File: config.mk
export PLATFORM = sky130hd
export DESIGN_NAME = ps2_key_event_ctrl
export DESIGN_NICKNAME = d
export VERILOG_FILES = /design/src/rtl/ps2_key_event_ctrl.sv
export SDC_FILE = /design/constraint.sdc
export NUM_CORES = 1
export LEC_CHECK = 0
export BUFFER_PORTS_ARGS = -buffer_cell sky130_fd_sc_hd__buf_2
export CAP_MARGIN = 40
export CORE_ASPECT_RATIO = 0.75
export CORE_MARGIN = 2
export CORE_UTILIZATION = 34
export CTS_CLUSTER_SIZE = 24
export DETAILED_ROUTE_END_ITERATION = 7
export SYNTH_ARGS = -nofsm -noshare
export SYNTH_HDL_FRONTEND = slang
export SYNTH_SLANG_ARGS = --single-unit
File: constraint.sdc
create_clock -name clk -period 4.8 [get_ports clk]
set_clock_uncertainty 0.05 [all_clocks]
set_input_delay 0.48 -clock clk [delete_from_list [all_inputs] [get_ports clk]]
set_output_delay 0.48 -clock clk [all_outputs]
set_load 0.01 [all_outputs]
File: src/rtl/ps2_key_event_ctrl.sv
// PS/2 scan-code parser with typematic filter, press counter and event FIFO.
// Turns received bytes into make/break events behind a valid/ready queue.
module ps2_key_event_ctrl #(
    parameter int FIFO_DEPTH    = 8,
    parameter bit FILTER_REPEAT = 1'b1
) (
    input  logic                          clk,
    input  logic                          resetn,
    input  logic                          in_valid,
    input  logic [7:0]                    in_data,
    input  logic                          in_err,
    output logic                          ev_valid,
    input  logic                          ev_ready,
    output logic [7:0]                    ev_code,
    output logic                          ev_ext,
    output logic                          ev_break,
    output logic [7:0]                    press_count,
    output logic                          held_valid,
    output logic [8:0]                    held_code,
    output logic [$clog2(FIFO_DEPTH):0]   fifo_level,
    output logic                          overflow,
    output logic                          proto_err
);

    localparam int AW = $clog2(FIFO_DEPTH);
    localparam int LW = AW + 1;
    localparam logic [LW-1:0] FULL_LVL = LW'(FIFO_DEPTH);

    typedef enum logic [1:0] {
        IDLE,
        GOT_E0,
        GOT_F0,
        GOT_E0F0
    } state_t;

    state_t state, state_nxt;

    logic       is_e0, is_f0, is_junk;
    logic       gen_make, gen_brk, gen_ext, perr;
    logic [8:0] key;
    logic       suppress, push, pop, full, accept;

    logic [9:0]    mem [FIFO_DEPTH];
    logic [AW-1:0] wr_ptr, rd_ptr;
    logic [9:0]    head;

    assign is_e0   = (in_data == 8'hE0);
    assign is_f0   = (in_data == 8'hF0);
    assign is_junk = (in_data == 8'h00) || (in_data == 8'hFF);

    always_comb begin
        state_nxt = state;
        gen_make  = 1'b0;
        gen_brk   = 1'b0;
        gen_ext   = 1'b0;
        perr      = 1'b0;
        if (in_err) begin
            perr      = 1'b1;
            state_nxt = IDLE;
        end else if (in_valid) begin
            unique case (state)
                IDLE: begin
                    if (is_e0)        state_nxt = GOT_E0;
                    else if (is_f0)   state_nxt = GOT_F0;
                    else if (!is_junk) gen_make = 1'b1;
                end
                GOT_E0: begin
                    if (is_f0) begin
                        state_nxt = GOT_E0F0;
                    end else if (!is_e0) begin
                        state_nxt = IDLE;
                        gen_make  = !is_junk;
                        gen_ext   = 1'b1;
                    end
                end
                GOT_F0, GOT_E0F0: begin
                    state_nxt = IDLE;
                    gen_ext   = (state == GOT_E0F0);
                    // A second prefix after F0 is never a legal sequence
                    if (is_e0 || is_f0) perr = 1'b1;
                    else                gen_brk = !is_junk;
                end
                default: state_nxt = IDLE;
            endcase
        end
    end

    assign key      = {gen_ext, in_data};
    assign suppress = FILTER_REPEAT && held_valid && (held_code == key);
    assign push     = gen_brk || (gen_make && !suppress);
    assign full     = (fifo_level == FULL_LVL);
    assign pop      = ev_valid && ev_ready;
    assign accept   = push && (!full || pop);

    assign head     = mem[rd_ptr];
    assign ev_valid = (fifo_level != '0);
    assign ev_code  = ev_valid ? head[7:0] : 8'h00;
    assign ev_ext   = ev_valid && head[8];
    assign ev_break = ev_valid && head[9];

    always_ff @(posedge clk) begin
        if (!resetn) begin
            state       <= IDLE;
            press_count <= 8'd0;
            held_valid  <= 1'b0;
            held_code   <= 9'd0;
            overflow    <= 1'b0;
            proto_err   <= 1'b0;
            wr_ptr      <= '0;
            rd_ptr      <= '0;
            fifo_level  <= '0;
        end else begin
            state     <= state_nxt;
            proto_err <= perr;
            if (gen_make && !suppress) begin
                press_count <= press_count + 8'd1;
                held_code   <= key;
                held_valid  <= 1'b1;
            end
            if (gen_brk && held_valid && (held_code == key))
                held_valid <= 1'b0;
            if (push && !accept)
                overflow <= 1'b1;
            if (accept)
                wr_ptr <= wr_ptr + AW'(1);
            if (pop)
                rd_ptr <= rd_ptr + AW'(1);
            if (accept && !pop)
                fifo_level <= fifo_level + LW'(1);
            else if (pop && !accept)
                fifo_level <= fifo_level - LW'(1);
        end
    end

    always_ff @(posedge clk) begin
        if (accept)
            mem[wr_ptr] <= {gen_brk, gen_ext, in_data};
    end

endmodule

==> results.yml, run 1 <==
run_status:
  run_status: "finished, final reports clean"
power:
  internal_power_mw: 2.212
  worst_ir_drop_vdd_v: 0.0002619
  power_mw: 2.974
  switching_power_mw: 0.7614
  seq_power_share: 0.398
  pwr_density_cell_mw_per_mm2: 503.6
  comb_power_share: 0.179
  p_leak_nw: 2.108
  swShare: 0.2561
  power.clock.fraction: 0.424
die:
  fp.coreArea_mm2: 0.01375
  floorplan.initialDensity: 0.3495
  num_rows: 37
  dieHeight_um: 107.0
  die_area_mm2: 0.01511
  die_width_um: 141.3
  ios: 48
sta:
  setup_ws_ns: 1.359
  maxSlewHeadroom: 0.4861
  worstMarginPinSlew_ns: 0.7708
  hold_violations: 0
  rsz_0062_raised_after_global_routing: "false"
  layout_worst_path_cycle_share: 0.7169
  timing.final.setup_violations: 0
  finalMaxSlewViolations: 0
  layout_min_cycle_time_ns: 3.441
  final.setup.tns_ns: 0
  maxClockFrequency_mhz: 290.6
hold_path:
  worst_hold_startpoint: "in_err"
  hold-path-cell-count: 2
  hold_end: "state[1]$_SDFFE_PP0P_"
  hp-class: "in2reg"
placement:
  hpwl_um: 6855
  post-place-ws_ns: 0.9567
  gp_routability_congestion: 0.7784
  portBuffers: 47
route:
  postRouteAntennaNets: 0
  drt-pass1-iter-count: 5
  detail_route.vias_per_cell: 5.005
  routed_wl_um: 10370
  routed_wire_length_per_instance_um: 18.01
  initialDrtViolationCount: 240
  drc: 0
  num_vias: 2883
synth:
  synth_edf_count: 80
  netlist-cell-type-count: 46
  synthesis.nets: 349
  mappedNetlistArea_mm2: 0.004806
  ys_dominant_reg_cell: "edfxtp_1"
  synthesized_area_per_cell_um2: 14.61
  yosys_register_bits: 115
  most_common_cell_in_the_netlist: "edfxtp_1"
  most_area_hungry_cell_type_in_the_yosys_netlist: "edfxtp_1"
  synth_async_sr_flop_share: 0
  synth.area.top_cells: "edfxtp_1 (50%), dfxtp_1 (15%), mux4_2 (9.4%), mux2i_1 (3.7%), xnor2_1 (2.2%)"
  postSynthCellCount: 329
  ys_seq_area_frac: 0.6457
  yosysWarningCount: 0
  synth_largest_type_area_fraction: 0.4999
  synth.cells.most_frequent: "edfxtp_1 (80), dfxtp_1 (35), nor2_1 (25)"
final_layout:
  final_layout_size_suffix_gt1_frac: 0.2743
  multiInputGateArea_mm2: 0.001630
  final_nets: 408
  sequential_cell_area_mm2: 0.003104
  antenna_cells: 0
  filler_cell_count: 1251
  synthToLayoutAreaGrowth_pct: 22.86
cts:
  postCtsResizedCells: 0
  post_cts.repair.setup_buffers: 0
  clockRootBuffer: "clkbuf_16"
  hold_buf_count_cts: 0
  cts-root-to-sink-buffers: 2
  cts_tree: "done"
  cts_max_level: 4
  skew_pair_late_insertion_delay_ns: 0.41
  tritoncts.num_buffers: 17
  cts_num_sinks: 115
  clkSlewWorstSetupHoldPaths_ns: 0.05
job:
  max_cap_viols: 0
setup_path:
  cp-end-kind: "flip-flop"
  critical_path.reg2reg.endpoint: "fifo_level[3]$_SDFFE_PN0P_"
  arrival_ns: 3.71
  reg2regPathDepth: 13
  setup.reg_to_reg.worst_slack_ns: 1.75
  critical_path_class: "in2reg"
  cp_max_fo: 13
  worstReg2RegStart: "held_code[2]$_SDFFE_PN0P_"
  startpoint_type: "input pin"
  critical_path_required_ns: 5.07
global_routing:
  antenna_violations_before_repair: 0
  grt_first_pass_wirelength_um: 16240
  pin_count_of_the_biggest_net_entering_global_routing: 33
  grt_pass1_vias: 2826
  globalRoute.totalOverflow: 0
  grt_util_all_layers: 0.1486
-- registers in the layout, indices dropped and copies added (netlist names), named ones only --
signal,cells
fifo_level,4
wr_ptr,3
held_code,9
rd_ptr,3
overflow,1
press_count,8
held_valid,1
proto_err,1
state,2
mem,80
-- placed cells by master, fill, tap and decap left out, types with 4 or more instances in the layout --
cell type	n
nand2_1	21
dfxtp_1	34
clkbuf_1	4
nand2b_1	5
clkbuf_8	7
xnor2_1	12
a21oi_1	9
mux2i_1	18
buf_2	47
and3_1	7
buf_4	5
edfxtp_1	80
ha_1	6
o21ai_0	11
nand3_1	15
inv_1	8
clkbuf_16	20
nor2_1	25
mux4_2	20
-- layout make-up --
cell class,count,share of cell area
inverter,9,0.005722
clock inverter,1,0.0008476
clock buffer,31,0.1036
timing repair buffer,53,0.05086
multi-input combinational,192,0.2761
sequential,115,0.5257
tap,175,0.03708
-- cell families (layout without fill, tap and decap cells) --
kind of cell    Yosys count  in the layout  share of synthesized area
flops                   115            115                     0.6457
simple gates             99             99                     0.1101
mux                      38             38                     0.1312
compound gates           32             32                    0.04114
buf+inv                  22             94                    0.01900
xor+xnor                 16             16                    0.03307
fa+ha+maj                 7              7                    0.01979
-- power by group through the flow --
stage          Combinational (mW)  Sequential (mW)  Clock [mW]
6_report                    0.532             1.18        1.26
5_1_grt                     0.585             1.20        1.33
2_1_floorplan               0.369             1.16           0
3_3_place_gp                0.510             1.21           0
3_5_place_dp                0.542             1.21           0
4_1_cts                     0.542             1.19        1.29
-- metal layers --
metal	global-route usage	routed length, um	vias to the layer above
met4	0.06000	110	0
li1	-	-	1363
met1	0.2090	4991	1432
met5	0	0	-
met3	0.05404	694	9
met2	0.2084	4577	79
-- critical path, cell delays in order --
cell	delay, ns
buf_2	0.18
or4_4	0.57
o311a_4	0.44
xnor2_4	0.16
and3_4	0.19
nor3b_2	0.20
ha_1	0.21
inv_1	0.09
ha_1	0.28
a21o_1	0.18
a21oi_1	0.16
xnor2_1	0.09
or3_1	0.31
a21oi_1	0.15
-- through the flow --
step           instances  instance area (um^2)  hold WS [ns]  utilization
2_1_floorplan        329                  4806        0.4041            -
3_3_place_gp         543                  5260        0.4108       0.3826
3_5_place_dp         544                  5288        0.4119       0.3846
4_1_cts              576                  5904        0.2147       0.4294
5_1_grt              576                  5904        0.2173       0.4294
6_report             576                  5904        0.2378       0.4294
-- worst max path at each step --
stage	from	end	slack, ns	cells after the start
2_1_floorplan	in_data[3]	mem[1][0]$_DFFE_PP_	1.14	7
3_3_place_gp	in_data[3]	fifo_level[3]$_SDFFE_PN0P_	1.07	14
3_5_place_dp	in_data[3]	fifo_level[3]$_SDFFE_PN0P_	0.96	14
4_1_cts	in_data[3]	fifo_level[3]$_SDFFE_PN0P_	1.38	14
5_1_grt	in_data[3]	fifo_level[3]$_SDFFE_PN0P_	1.16	14
6_report	in_data[3]	fifo_level[3]$_SDFFE_PN0P_	1.36	14
Note: power is estimated with default switching activity, not from simulation.
==> inputs of run 2 (changes only) <==
ABC_AREA = 1   (was unset)
clock period = 3.1 ns   (was 4.8 ns; I/O delays follow)
==> run 2 against run 1 <==
Non-clock buffer count up 21; hold slack worse by 0.080 ns; clock-buffer cell count fell by 14; cell count is 37% higher; global-route usage is 1.9 points higher; synthesized cell count grew 52%; critical endpoint unchanged; worst setup slack worse by 1.1 ns; register-to-register slack lost 1.5 ns; via count is 31% higher; sequential share of layout area is 2.2 points lower; synthesized area rose by 4.2%; core utilization shrank 0.21 points.
==> results.yml, run 2 <==
setup_path:
  cp-startpoint: "held_code[4]$_SDFFE_PN0P_"
  critPathBufInv: 2
  cp-end-kind: "flip-flop"
  worstReg2RegStart: "held_code[4]$_SDFFE_PN0P_"
  cp_slowest_cell: "dfxtp_1"
  arrival_ns: 3.11
  critical_path_required_ns: 3.35
  max_stage_delay_ns: 0.36
  critical_path.most_common_cell: "nor2_1"
  path_cells: "nand2_1 > o21ai_0 > nor2_1 > nand3_1 > nor2_1 > nand3_2 > nand2_4 > nand2_4 > nand2_4 > inv_1 > ha_1 > inv_1 > ha_1 > and3_1 > a211oi_2 > nor2_1 > nor2_1 > nand2_1 > o21ai_0 > a21oi_1"
  critical_path_class: "reg2reg"
  cpLargestDelayFamily: "simple AND/OR/NAND/NOR gates"
  cp_max_fo: 4
  startpoint_type: "flip-flop"
route:
  num_vias: 3765
  drc: 0
  drt-pass1-iter-count: 5
  postRouteAntennaNets: 0
  detail_route.vias_per_cell: 4.784
  routed_wl_um: 12180
  routed_wire_length_per_instance_um: 15.47
  initialDrtViolationCount: 281
cts:
  hold_buf_count_cts: 0
  cts_tree: "done"
  tritoncts.num_buffers: 17
  clkSlewWorstSetupHoldPaths_ns: 0.06
  clockRootBuffer: "clkbuf_16"
  post_cts.repair.setup_buffers: 0
  postCtsResizedCells: 0
  cts_num_sinks: 115
  cts_max_level: 4
  cts-root-to-sink-buffers: 2
  skew_pair_late_insertion_delay_ns: 0.41
die:
  floorplan.initialDensity: 0.3475
  fp.coreArea_mm2: 0.01441
  die_width_um: 144.1
  die_area_mm2: 0.01572
  num_rows: 38
  dieHeight_um: 109.1
  ios: 48
sta:
  finalMaxSlewViolations: 0
  final.setup.tns_ns: 0
  worstMarginPinSlew_ns: 0.6797
  hold_ws_ns: 0.1575
  rsz_0062_raised_after_global_routing: "false"
  timing.final.setup_violations: 0
  maxSlewHeadroom: 0.5464
  hold_violations: 0
  layout_worst_path_cycle_share: 0.9218
  maxClockFrequency_mhz: 349.9
  layout_min_cycle_time_ns: 2.858
synth:
  synth_largest_type_area_fraction: 0.4799
  ys_seq_area_frac: 0.6198
  postSynthCellCount: 501
  synthesis.nets: 521
  synth_edf_count: 80
  ys_dominant_reg_cell: "edfxtp_1"
  most_common_cell_in_the_netlist: "nor2_1"
  synth_adder_area_share: 0.01900
  most_area_hungry_cell_type_in_the_yosys_netlist: "edfxtp_1"
  mappedNetlistArea_mm2: 0.005006
  post_synthesis_mux_area_share: 0
  synth.cells.most_frequent: "nor2_1 (107), edfxtp_1 (80), o21ai_0 (71)"
  netlist-cell-type-count: 37
  yosysWarningCount: 0
  synthesized_area_per_cell_um2: 9.992
  yosys.area_share.xor_xnor: 0.01750
  synth_top_family_by_area: "simple AND/OR/NAND/NOR gates"
  yosys_register_bits: 115
  synth_async_sr_flop_share: 0
  synth_area_in_simple_gates: 0.1612
  synth_compound_area_frac: 0.1290
  synth.area.top_cells: "edfxtp_1 (48%), dfxtp_1 (14%), nor2_1 (8.0%), o21ai_0 (7.1%), nand2_1 (3.0%)"
final_layout:
  regMostFlops: "mem"
  layout.cells.most_common_list: "nor2_1 (106), edfxtp_1 (80), o21ai_0 (71)"
  reg.largest.list: "mem x80, held_code x9, press_count x8"
  final_layout_size_suffix_gt1_frac: 0.2198
  final_util: 0.4273
  layout.cells.most_common: "nor2_1"
  filler_cell_count: 1374
  synthToLayoutAreaGrowth_pct: 22.97
  antenna_cells: 0
  flip_flop_count_of_the_largest_register_all_copies_and_words_added: 80
  final_nets: 594
placement:
  portBuffers: 47
  hpwl_um: 7978
  gp_routability_congestion: 0.8353
global_routing:
  grt_util_all_layers: 0.1680
  grt_first_pass_wirelength_um: 19420
  grt_pass1_vias: 3739
  globalRoute.totalOverflow: 0
  pin_count_of_the_biggest_net_entering_global_routing: 41
  antenna_violations_before_repair: 0
hold_path:
  worst_hold_startpoint: "in_data[4]"
  hp-class: "in2reg"
power:
  pwr_density_cell_mw_per_mm2: 764.7
  worst_ir_drop_vdd_v: 0.0004485
  p_leak_nw: 2.366
  power_mw: 4.708
run_status:
  run_status: "finished, final reports clean"
job:
  max_cap_viols: 0
[run 2: changes by cell type after synthesis, sizes merged, moves of 7 or more]
cell | previous run | this run
o21ai | 13 | 72
nor2 | 25 | 108
clkbuf | 9 | 16
inv | 8 | 42
mux4 | 20 | 0
xnor2 | 13 | 5
and3 | 8 | 1
o22ai | 0 | 10
nand2 | 21 | 54
a21oi | 9 | 24
mux2i | 18 | 0
a31oi | 2 | 11
[run 2: area by class of cell]
type	instances	area [um^2]	share of cell area
Inverter	43	163.9	0.02663
Clock inverter	15	132.6	0.02154
Tap cell	200	250.2	0.04065
Sequential cell	115	3103	0.5041
Timing Repair Buffer	74	437.9	0.07114
Clock buffer	17	425.4	0.06911
Multi-Input combinational cell	323	1643	0.2669
[run 2: cell families after synthesis]
kind of cell / Yosys count
AO/OA/AOI/OAI: 121
XOR/XNOR: 10
adder cells (fa/ha/maj): 7
buffers and inverters: 63
flip-flops: 115
AND/OR/NAND/NOR: 185
[run 2: worst paths after layout]
path	to	slack, ns	cells past startpoint
setup / recovery	fifo_level[3]$_SDFFE_PN0P_	0.24	20
setup reg to reg	fifo_level[3]$_SDFFE_PN0P_	0.24	20
hold / removal	mem[4][4]$_DFFE_PP_	0.16	1
hold reg to reg	rd_ptr[2]$_SDFFE_PN0P_	0.41	2
[run 2: metrics by stage]
step	instances	setup slack (ns)	instance area (um^2)
floorplan	501	0.3116	5006
global placement	755	0.09241	5590
detailed placement	755	-0.002237	5590
CTS	787	0.2491	6148
global route	787	0.001825	6156
finish	787	0.2423	6156
[run 2: layer usage]
| metal | up-vias | wire length (um) | track usage |
|---|---|---|---|
| met5 | - | 0 | 0 |
| met4 | 0 | 195 | 0.05742 |
| met3 | 21 | 909 | 0.05929 |
| met2 | 133 | 5332 | 0.2568 |
| met1 | 1746 | 5739 | 0.2228 |
| li1 | 1865 | - | - |
[run 2: worst reg2reg max path: cells and delay by family (launching register included)]
kind                     cells  cell delay [ns]
buffers and inverters        2             0.17
flip-flops                   1             0.36
AND/OR/NAND/NOR             12             1.24
AO/OA/AOI/OAI                4             0.46
adder cells (fa/ha/maj)      2             0.48
[run 2: where the power goes]
part	leakage (nW)	switching (mW)	internal (mW)	total, mW
clock network	0.269	0.723	1.10	1.83
logic	1.09	0.716	0.394	1.11
registers	1.01	0.0568	1.71	1.77
total	2.37	1.50	3.21	4.71
==> inputs of run 3 (changes only) <==
CORE_UTILIZATION = 35   (was 34)
==> run 3 against run 2 <==
Core utilization grew 1.8 points; combinational power is essentially flat; flip-flop and latch count is the same; hold slack gained 0.026 ns; worst setup slack gained 0.084 ns; non-clock buffer count is the same; largest cell class unchanged; sequential power is essentially flat.
==> results.yml, run 3 (synthesized netlist as in run 2, its figures left out) <==
placement:
  hpwl_um: 7893
  gp_routability_congestion: 0.8305
  cell_count_after_placement: 730
  portBuffers: 47
setup_path:
  critical_path.reg2reg.endpoint: "fifo_level[3]$_SDFFE_PN0P_"
  cp_max_fo: 3
  arrival_ns: 3.02
  critical_path_class: "reg2reg"
  cp-end-kind: "flip-flop"
  setup.reg_to_reg.worst_slack_ns: 0.33
  startpoint_type: "flip-flop"
  critical_path_required_ns: 3.34
  reg2regPathDepth: 21
  worstReg2RegStart: "held_code[7]$_SDFFE_PN0P_"
  endpoint: "fifo_level[3]$_SDFFE_PN0P_"
  cp-startpoint: "held_code[7]$_SDFFE_PN0P_"
global_routing:
  pin_count_of_the_biggest_net_entering_global_routing: 41
  antenna_violations_before_repair: 1
  globalRoute.totalOverflow: 0
  grt_first_pass_wirelength_um: 19600
  grt_util_all_layers: 0.1712
  grt_pass1_vias: 3773
final_layout:
  reg.largest.list: "mem x80, held_code x9, press_count x8"
  final_layout_size_suffix_gt1_frac: 0.2167
  layout.cells.most_common_list: "nor2_1 (107), edfxtp_1 (80), o21ai_0 (71)"
  synthToLayoutAreaGrowth_pct: 22.99
  regMostFlops: "mem"
  layout.cells.most_common: "nor2_1"
  flip_flop_count_of_the_largest_register_all_copies_and_words_added: 80
  antenna_cells: 0
  instances_no_fill: 761
  final_nets: 594
  final_util: 0.4448
die:
  dieHeight_um: 107.6
  floorplan.initialDensity: 0.3617
  fp.coreArea_mm2: 0.01384
  num_rows: 37
  ios: 48
  die_width_um: 142.1
  die_area_mm2: 0.01529
sta:
  rsz_0062_raised_after_global_routing: "false"
  final.setup.tns_ns: 0
  layout_worst_path_cycle_share: 0.8948
  maxClockFrequency_mhz: 360.5
  finalMaxSlewViolations: 0
  hold_ws_ns: 0.1833
  worstMarginPinSlew_ns: 0.7099
  timing.final.setup_violations: 0
  maxSlewHeadroom: 0.5262
  hold_violations: 0
  layout_min_cycle_time_ns: 2.774
route:
  initialDrtViolationCount: 323
  detail_route.vias_per_cell: 4.995
  routed_wl_um: 12210
  postRouteAntennaNets: 0
  num_vias: 3801
  drc: 0
  routed_wire_length_per_instance_um: 16.04
  drt-pass1-iter-count: 4
cts:
  cts_max_level: 4
  clkSlewWorstSetupHoldPaths_ns: 0.05
  cts-root-to-sink-buffers: 2
  cts_num_sinks: 115
  clockRootBuffer: "clkbuf_16"
  cts_tree: "done"
  skew_pair_late_insertion_delay_ns: 0.40
  tritoncts.num_buffers: 17
power:
  pwr_density_cell_mw_per_mm2: 786.0
  power_mw: 4.840
  worst_ir_drop_vdd_v: 0.0004890
  p_leak_nw: 2.383
run_status:
  run_status: "finished, final reports clean"
job:
  max_cap_viols: 0
hold_path:
  hp-class: "in2reg"
==> run 3: cell count changes in the layout (fill, tap and decap cells not counted) <==
cell / previous run / this run
nor2_2: 2 / 1
clkinv_4: 5 / 3
clkinv_1: 3 / 4
inv_6: 3 / 2
bufinv_16: 1 / 3
nor2_1: 106 / 107
nor3_1: 7 / 6
nor3_2: 1 / 2
clkinvlp_4: 2 / 1
==> run 3: worst min-delay path by stage <==
stage	startpoint	to	slack, ns	depth (start not counted)
floorplan	in_data[0]	mem[0][0]$_DFFE_PP_	0.36	0
global placement	rd_ptr[2]$_SDFFE_PN0P_	rd_ptr[2]$_SDFFE_PN0P_	0.40	2
detailed placement	overflow$_SDFFE_PN0P_	overflow$_SDFFE_PN0P_	0.41	2
CTS	in_err	state[1]$_SDFFE_PP0P_	0.17	4
global route	in_err	state[1]$_SDFFE_PP0P_	0.21	4
finish	in_err	state[1]$_SDFFE_PP0P_	0.18	4
==> run 3: layer usage <==
metal,routed length [um],vias to the layer above,global-route usage
li1,-,1866,-
met1,5785,1787,0.2331
met2,5441,135,0.2626
met3,853,13,0.04715
met4,128,0,0.06214
met5,0,-,0
==> run 3: cell type report <==
class / instances / area, um^2
timing repair buffer: 74 / 437.9
fill: 1288 / 7685
sequential: 115 / 3103
clock inverter: 14 / 162.7
inverter: 43 / 163.9
tap: 175 / 219.0
multi-input combinational: 323 / 1645
clock buffer: 17 / 425.4
==> run 3: what timing repair did <==
item / 4_1_cts / 5_1_grt
endpoints found under the hold margin: 0 / 0
hold buffers: 0 / 0
setup endpoints to repair: 0 / 1
setup buffers: 0 / 0
resized for setup: 0 / 2
==> run 3: report_power, final <==
group | total, mW | switching [mW] | internal (mW)
Clock | 1.93 | 0.678 | 1.25
Combinational | 1.13 | 0.731 | 0.402
Sequential | 1.77 | 0.0592 | 1.72
Total | 4.84 | 1.47 | 3.37
==> run 3: critical path, cell delays in order, from the launching register on <==
cell and delay [ns]:
dfxtp_1 0.37, inv_1 0.07, nand2_1 0.06, nand2_1 0.06
nor2_1 0.11, nand3_1 0.08, nor2_1 0.13, nand3_2 0.12
nand2_4 0.08, nand2_4 0.06, nand2_4 0.06, inv_1 0.04
ha_1 0.18, inv_1 0.12, ha_1 0.28, and3_1 0.21
a211oi_2 0.19, nor2_1 0.07, nor2_1 0.08, nand2_1 0.07
o21ai_0 0.14, a21oi_1 0.05
==> run 3: through the flow <==
step,worst slack (ns),area [um^2]
3_3_place_gp,0.1119,5559
4_1_cts,0.2582,6147
3_5_place_dp,0.03008,5559
5_1_grt,0.02211,6157
2_1_floorplan,0.3116,5006
6_report,0.3260,6157
